## config.mk

```make
export PLATFORM = sky130hd
export DESIGN_NAME = interrupt_controller
export DESIGN_NICKNAME = d
export VERILOG_FILES = /design/src/rtl/interrupt_controller.sv
export SDC_FILE = /design/constraint.sdc
export NUM_CORES = 1
export LEC_CHECK = 0
export ABC_AREA = 1
export ABC_CLOCK_PERIOD_IN_PS = 820
export CORE_UTILIZATION = 45
export CTS_BUF_LIST = sky130_fd_sc_hd__clkbuf_8
export DETAILED_ROUTE_END_ITERATION = 8
export MAX_ROUTING_LAYER = met4
export PLACE_DENSITY = 0.75
export SLEW_MARGIN = 25
export SYNTH_ARGS = -nofsm -noshare
export SYNTH_HDL_FRONTEND = slang
export SYNTH_SLANG_ARGS = --single-unit
```

## constraint.sdc

```tcl
create_clock -name clk -period 0.82 [get_ports clk]
set_input_delay 0.164 -clock clk [delete_from_list [all_inputs] [get_ports clk]]
set_output_delay 0.164 -clock clk [all_outputs]
set_load 0.02 [all_outputs]
```

## src/rtl/interrupt_controller.sv

```systemverilog
// Interrupt controller with per-channel synchronisers, edge capture, masking and a
// three-state presentation FSM (IDLE -> PRESENT -> CLEAR). Lowest pending unmasked
// channel wins. Optional per-channel level mode is compiled in with INTCTRL_LEVEL_MODE_EN.
module interrupt_controller #(
    parameter int unsigned NUM_IRQ     = 4,
    parameter int unsigned SYNC_STAGES = 2,
    localparam int unsigned ID_W       = (NUM_IRQ > 1) ? $clog2(NUM_IRQ) : 1
) (
    input  logic               clk,
    input  logic               nreset,
    input  logic [NUM_IRQ-1:0] irq_in,
    input  logic               mask_we,
    input  logic [NUM_IRQ-1:0] mask_d,
    input  logic               irq_ack,
    output logic               irq_out,
    output logic [ID_W-1:0]    irq_id,
    output logic [NUM_IRQ-1:0] pending,
    output logic [NUM_IRQ-1:0] overrun,
    output logic [NUM_IRQ-1:0] mask
`ifdef INTCTRL_LEVEL_MODE_EN
    ,
    input  logic               mode_we,
    input  logic [NUM_IRQ-1:0] mode_d
`endif
);

    typedef enum logic [1:0] {StIdle, StPresent, StClear} state_e;

    state_e             state_q, state_d;
    logic [NUM_IRQ-1:0] sync_q [SYNC_STAGES];
    logic [NUM_IRQ-1:0] synced;
    logic [NUM_IRQ-1:0] prev_q;
    logic [NUM_IRQ-1:0] rise;
    logic [SYNC_STAGES:0] arm_q;
    logic               armed;
    logic [NUM_IRQ-1:0] pending_q, pending_d;
    logic [NUM_IRQ-1:0] overrun_q, overrun_d;
    logic [NUM_IRQ-1:0] mask_q;
    logic [NUM_IRQ-1:0] level_mode;
    logic [NUM_IRQ-1:0] ack_clr;
    logic [NUM_IRQ-1:0] req;
    logic [ID_W-1:0]    id_q, id_d, lowest;
    logic               ack_take;

    // Synchroniser chain per channel
    always_ff @(posedge clk or negedge nreset) begin
        if (!nreset) begin
            for (int k = 0; k < int'(SYNC_STAGES); k++) sync_q[k] <= '0;
        end else begin
            sync_q[0] <= irq_in;
            for (int k = 1; k < int'(SYNC_STAGES); k++) sync_q[k] <= sync_q[k-1];
        end
    end

    assign synced = sync_q[SYNC_STAGES-1];

    // Edge register plus arming shift register. The first compare after reset pits the
    // first real sample against reset zeros, so it is suppressed: an input already high
    // at release never looks like a rising edge.
    always_ff @(posedge clk or negedge nreset) begin
        if (!nreset) begin
            prev_q <= '0;
            arm_q  <= '0;
        end else begin
            prev_q <= synced;
            arm_q  <= {arm_q[SYNC_STAGES-1:0], 1'b1};
        end
    end

    assign armed = arm_q[SYNC_STAGES];
    assign rise  = armed ? (synced & ~prev_q) : '0;

    // Mask register
    always_ff @(posedge clk or negedge nreset) begin
        if (!nreset) begin
            mask_q <= '0;
        end else if (mask_we) begin
            mask_q <= mask_d;
        end
    end

`ifdef INTCTRL_LEVEL_MODE_EN
    logic [NUM_IRQ-1:0] mode_q;

    // Per-channel mode register: 1 = level-sensitive
    always_ff @(posedge clk or negedge nreset) begin
        if (!nreset) begin
            mode_q <= '0;
        end else if (mode_we) begin
            mode_q <= mode_d;
        end
    end

    assign level_mode = mode_q;
`else
    assign level_mode = '0;
`endif

    assign ack_take = (state_q == StPresent) && irq_ack;

    // Decode the acknowledged channel
    always_comb begin
        ack_clr = '0;
        if (ack_take) ack_clr[id_q] = 1'b1;
    end

    // Pending/overrun next state; a new edge beats a simultaneous ack-clear
    always_comb begin
        pending_d = pending_q;
        overrun_d = overrun_q;
        for (int i = 0; i < int'(NUM_IRQ); i++) begin
            if (level_mode[i]) begin
                pending_d[i] = synced[i];
                overrun_d[i] = 1'b0;
            end else begin
                pending_d[i] = rise[i] | (pending_q[i] & ~ack_clr[i]);
                overrun_d[i] = ~ack_clr[i] & (overrun_q[i] | (rise[i] & pending_q[i]));
            end
        end
    end

    // Pending and overrun flags
    always_ff @(posedge clk or negedge nreset) begin
        if (!nreset) begin
            pending_q <= '0;
            overrun_q <= '0;
        end else begin
            pending_q <= pending_d;
            overrun_q <= overrun_d;
        end
    end

    assign req = pending_q & mask_q;

    // Lowest-index requesting channel
    always_comb begin
        lowest = '0;
        for (int i = int'(NUM_IRQ) - 1; i >= 0; i--) begin
            if (req[i]) lowest = ID_W'(i);
        end
    end

    // FSM next state and presented id
    always_comb begin
        state_d = state_q;
        id_d    = id_q;
        case (state_q)
            StIdle: begin
                if (|req) begin
                    state_d = StPresent;
                    id_d    = lowest;
                end
            end
            StPresent: begin
                if (irq_ack) state_d = StClear;
            end
            StClear: begin
                state_d = StIdle;
            end
            default: begin
                state_d = StIdle;
            end
        endcase
    end

    // FSM state and presented id registers
    always_ff @(posedge clk or negedge nreset) begin
        if (!nreset) begin
            state_q <= StIdle;
            id_q    <= '0;
        end else begin
            state_q <= state_d;
            id_q    <= id_d;
        end
    end

    assign irq_out = (state_q == StPresent);
    assign irq_id  = id_q;
    assign pending = pending_q;
    assign overrun = overrun_q;
    assign mask    = mask_q;

endmodule

```

=== After elaboration in Yosys (flattened, before gate mapping) ===
Cells that the tools add are included.

* Magnitude comparators: 2
* Equal/unequal tests: 3
* Muxes and demuxes: 11
* Bitwise operators: 27
* Reduce and logical (&&, ||, !) cells: 6

{| class="wikitable"
|+ Operator list
! operator !! number
|-
| 1-bit AND || 12
|-
| 2-bit two-way mux || 6
|-
| 4-bit AND || 2
|-
| 4-bit two-way mux || 2
|-
| 1-bit OR || 8
|-
| 2-bit != test (second input constant) || 2
|-
| 1-bit NOT || 4
|-
| 4-bit NOT || 1
|-
| 2-bit case mux with 2 select lines || 1
|-
| 2-bit AND reduction || 2
|-
| 4-bit OR reduction || 1
|-
| 2-bit by 3-bit < comparator with 1-bit output (second input constant) || 1
|-
| 1-bit demux with 2-bit select || 1
|-
| 2-bit by 1-bit == test with 1-bit output (second input constant) || 1
|-
| 2-bit by 1-bit greater-or-equal comparator with 1-bit output (second input constant) || 1
|-
| 1-bit logical AND || 2
|-
| 2-bit logical NOT || 1
|-
| 1-bit two-way mux || 1
|}

* Register bits after elaboration: 31
* Logic and storage cells: 58

=== Longest topological paths before layout ===
* Depth after elaboration: 8
* Mapped depth: 6
* Depth with buffers taken out: 6

=== Least setup slack after synthesis ===
OpenSTA, ideal clock, no wires.

* Path kind: reg-to-reg
* Start point: register pending_q[1] (netlist: pending[1])
* End point: register id_q[0] (netlist: irq_id[0])
* Library setup time: 0.117 ns
* Arrival: 0.859 ns
* Required time: 0.703 ns
* Slack: -0.156 ns
* Stages on the path, launching flop included: 7
* Clock period less this slack: 0.976 ns
* Cells stage by stage: dfrtp_1 -> nand2_1 -> nand2_1 -> nand2_1 -> nand2_1 -> nand3_1 -> nand2_1

* Longest elaborated chain between the ends: 3

{| class="wikitable"
|+ RTL lines
! item !! line !! RTL
|-
| from (decl) || 36 || <nowiki>logic [NUM_IRQ-1:0] pending_q, pending_d;</nowiki>
|-
| from (signal assigned) || 128 || <nowiki>pending_q <= pending_d;</nowiki>
|-
| 4-bit AND * || 133 || <nowiki>assign req = pending_q & mask_q;</nowiki>
|-
| 4-bit OR reduction / 2-bit two-way mux (equally long branches) || 149, 139 ||
|-
| 2-bit AND reduction (no source line) / 2-bit two-way mux (equally long branches) || n/a ||
|-
| to (signal assigned) || 173 || <nowiki>id_q <= id_d;</nowiki>
|-
| to (decl) || 42 || <nowiki>logic [ID_W-1:0] id_q, id_d, lowest;</nowiki>
|}

Every way passes the cells marked *; elsewhere a longest branch is shown, timed or not.
A chain may end at the register's enable or synchronous reset.

=== Worst setup path in the final report ===
* Start point: register state_q[1]
* End point: output port irq_out

* Longest elaborated chain between the ends: 1

{| class="wikitable"
|+ RTL lines
! item !! line !! RTL
|-
| from (decl) || 29 || <nowiki>state_e state_q, state_d;</nowiki>
|-
| from (signal assigned) || 169 || <nowiki>state_q <= StIdle;</nowiki>
|-
| from (signal assigned) || 172 || <nowiki>state_q <= state_d;</nowiki>
|-
| 2-bit by 1-bit == test with 1-bit output || 177 || <nowiki>assign irq_out = (state_q == StPresent);</nowiki>
|-
| to (decl) || 15 || <nowiki>output logic irq_out,</nowiki>
|}

No other way between the ends.

==> metrics.csv <==
metric,value,unit
drc_errors,0,
ys_types,14,
clock_skew,2.40,ps
fp.coreArea,2280,um^2
clk_latency,270,ps
cellPowerDensity,3440,nW/um^2
cp_max_fo,2,
power.internal,4020,uW
rr_worst_depth,5,
syn_nets,111,
start_kind,flop,
dr_total_vias,897,
critical_path_depth,4,
rsz0062_at_grt,true,
min_period_over_period,1.36,
firstDrtPassIters,4,
required,660,ps
vias_per_cell,4.90,
drv_slew,0,
fin_tns_setup,-5060,ps
wirelength,2.63,mm
placement.setup.worst_slack,-475,ps
cts_max_level,2,
grt_usage,0.229,
area_growth,65.7,%
crit_chain,inv_2 > nand2_2 > inv_2 > buf_6,
period_needed,1110,ps
ioPinCount,27,
slowest_delay,390,ps
place_hpwl,1.52,mm
synth_warnings,0,
p_seq_frac,0.340,
crit_top_cell,inv_2,
cts_tree,built,
crit_type,flop to output port,
die_w,51.7,um
ys_ff_latch,31,
p_leak,0.000886,uW
cts-root-buf,clkbuf_8,
antenna_found_initial,0,
cts_inserted_buffers,5,
nFillCells,125,
cts_max_path_buffers,2,
drt-wirelength-per-cell,14.4,um
rows,17,
setup_viol,31,
grt_max_degree,32,
p_comb_frac,0.490,
report.final.hold_viol_count,0,
status,"finished, violations left",
min_path_type,input pin to asynchronous set/reset pin,
synth_area_per_cell,11.2,um^2
worst-path-buf-inv,3,
hold_ws,260,ps
clock-sinks,31,
swShare,0.365,
ir_drop,2.41,mV
worstSetupEndpointType,output port,
final_net_count,166,
start_util,0.488,
die_area,2670,um^2
final.setup.worst_slack,-293,ps
clkPwrFrac,0.169,
port-buffer-count,26,
netlist_area,1110,um^2
crit_family,flip-flops,
diodes,0,
final_common_cell,buf_6,
violations,negative setup slack,
p_switching,2310,uW
drt_iter0_markers,9,
antenna_left,0,
cp.arrival,950,ps
syn_inst,99,
place_congestion,0.828,
drv_cap,0,
drive_gt1_frac,0.542,
die_h,51.7,um
cp_slowest_cell,dfrtp_1,
grt_pass1_vias,892,
seq_area_frac_synth,0.698,
grt_pass1_wl,4.09,mm
clk_pin_slew,60,ps
grt-ovfl-total,0,
final_cell_mix,"buf_6 (26), dfrtp_1 (21), inv_1 (11)",
fmax,898,MHz
-- Yosys cell counts --
library cell / number / area share
nor2_2: 1 / 0.0056
dfrtp_1: 31 / 0.70
o211ai_1: 1 / 0.0068
nor2_1: 4 / 0.014
nand2_1: 22 / 0.074
inv_1: 14 / 0.047
conb_1: 1 / 0.0034
a21oi_1: 4 / 0.018
buf_2: 1 / 0.0045
mux2_2: 4 / 0.041
o21ai_0: 4 / 0.018
nand3_4: 1 / 0.016
nand4_1: 4 / 0.023
nand3_1: 7 / 0.032
-- kinds of logic after synthesis --
| logic type | after synthesis | synth area share |
|---|---|---|
| buffers and inverters | 15 | 0.0518 |
| muxes | 4 | 0.0405 |
| DFF | 31 | 0.698 |
| other | 1 | 0.00338 |
| and+or+nand+nor | 39 | 0.163 |
| AOI/OAI and AO/OA | 9 | 0.0428 |
-- worst paths after layout --
kind	startpoint	endpoint	slack, ps
setup / recovery	state_q[1]$_DFFE_PN0P_	irq_out	-290
hold / removal	nreset	mask[0]$_DFFE_PN0P_	260
setup reg to reg	state_q[0]$_DFFE_PN0P_	irq_id[0]$_DFFE_PN0P_	-240
hold reg to reg	sync_q[6]$_DFF_PN0_	synced[2]$_DFF_PN0_	350
max in group asynchronous	nreset	pending[3]$_DFF_PN0_	380
min in group clk	irq_in[2]	sync_q[6]$_DFF_PN0_	330
-- power groups by stage --
stage          logic [uW]  registers [uW]  clock network [uW]
5_1_grt              3290            2190                1180
6_report             3110            2160                1070
4_1_cts              2830            2160                1110
2_1_floorplan         707            2500                   0
3_3_place_gp         2280            2080                   0
3_5_place_dp         2320            2100                   0
-- metal layers --
metal  up-vias  track usage  routed length (um)
li1        426            -                   -
met1       427        0.260                1080
met2        35        0.357                1380
met3         9       0.0819                 103
met4         0        0.117                  72
met5         -            -                   0
-- registers in the layout (all words and copies together) (netlist names) --
signal and count:
sync_q 4, prev_q 4, pending 4, overrun 4, irq_id 2, synced 4
arm_q 3, state_q 2, mask 4
-- area by class of cell --
| type | instances | area (um^2) | share of cell area |
|---|---|---|---|
| clock buffers | 5 | 68.8 | 0.0374 |
| clock inverters | 3 | 12.5 | 0.00680 |
| repair buffers | 48 | 497 | 0.270 |
| flip-flops and latches | 31 | 788 | 0.428 |
| well taps | 28 | 35.0 | 0.0190 |
| inverters | 14 | 55.1 | 0.0299 |
| multi-input cells | 54 | 384 | 0.209 |
-- through the flow --
stage          cells  power, uW  cell area [um^2]   util
4_1_cts          181       6090              1780  0.780
3_5_place_dp     168       4420              1560  0.684
3_3_place_gp     168       4350              1560  0.684
2_1_floorplan     99       3200              1130      -
6_report         183       6330              1840  0.809
5_1_grt          183       6660              1840  0.809
-- what timing repair did --
item / 4_1_cts / 5_1_grt
setup buffers: 4 / 2
cloned: 1 / 0
resized for setup: 115 / 15
hold buffers: 0 / 0
pin swaps: 9 / 2
endpoints found under the setup margin: 30 / 31
Note: power is estimated with default switching activity, not from simulation.
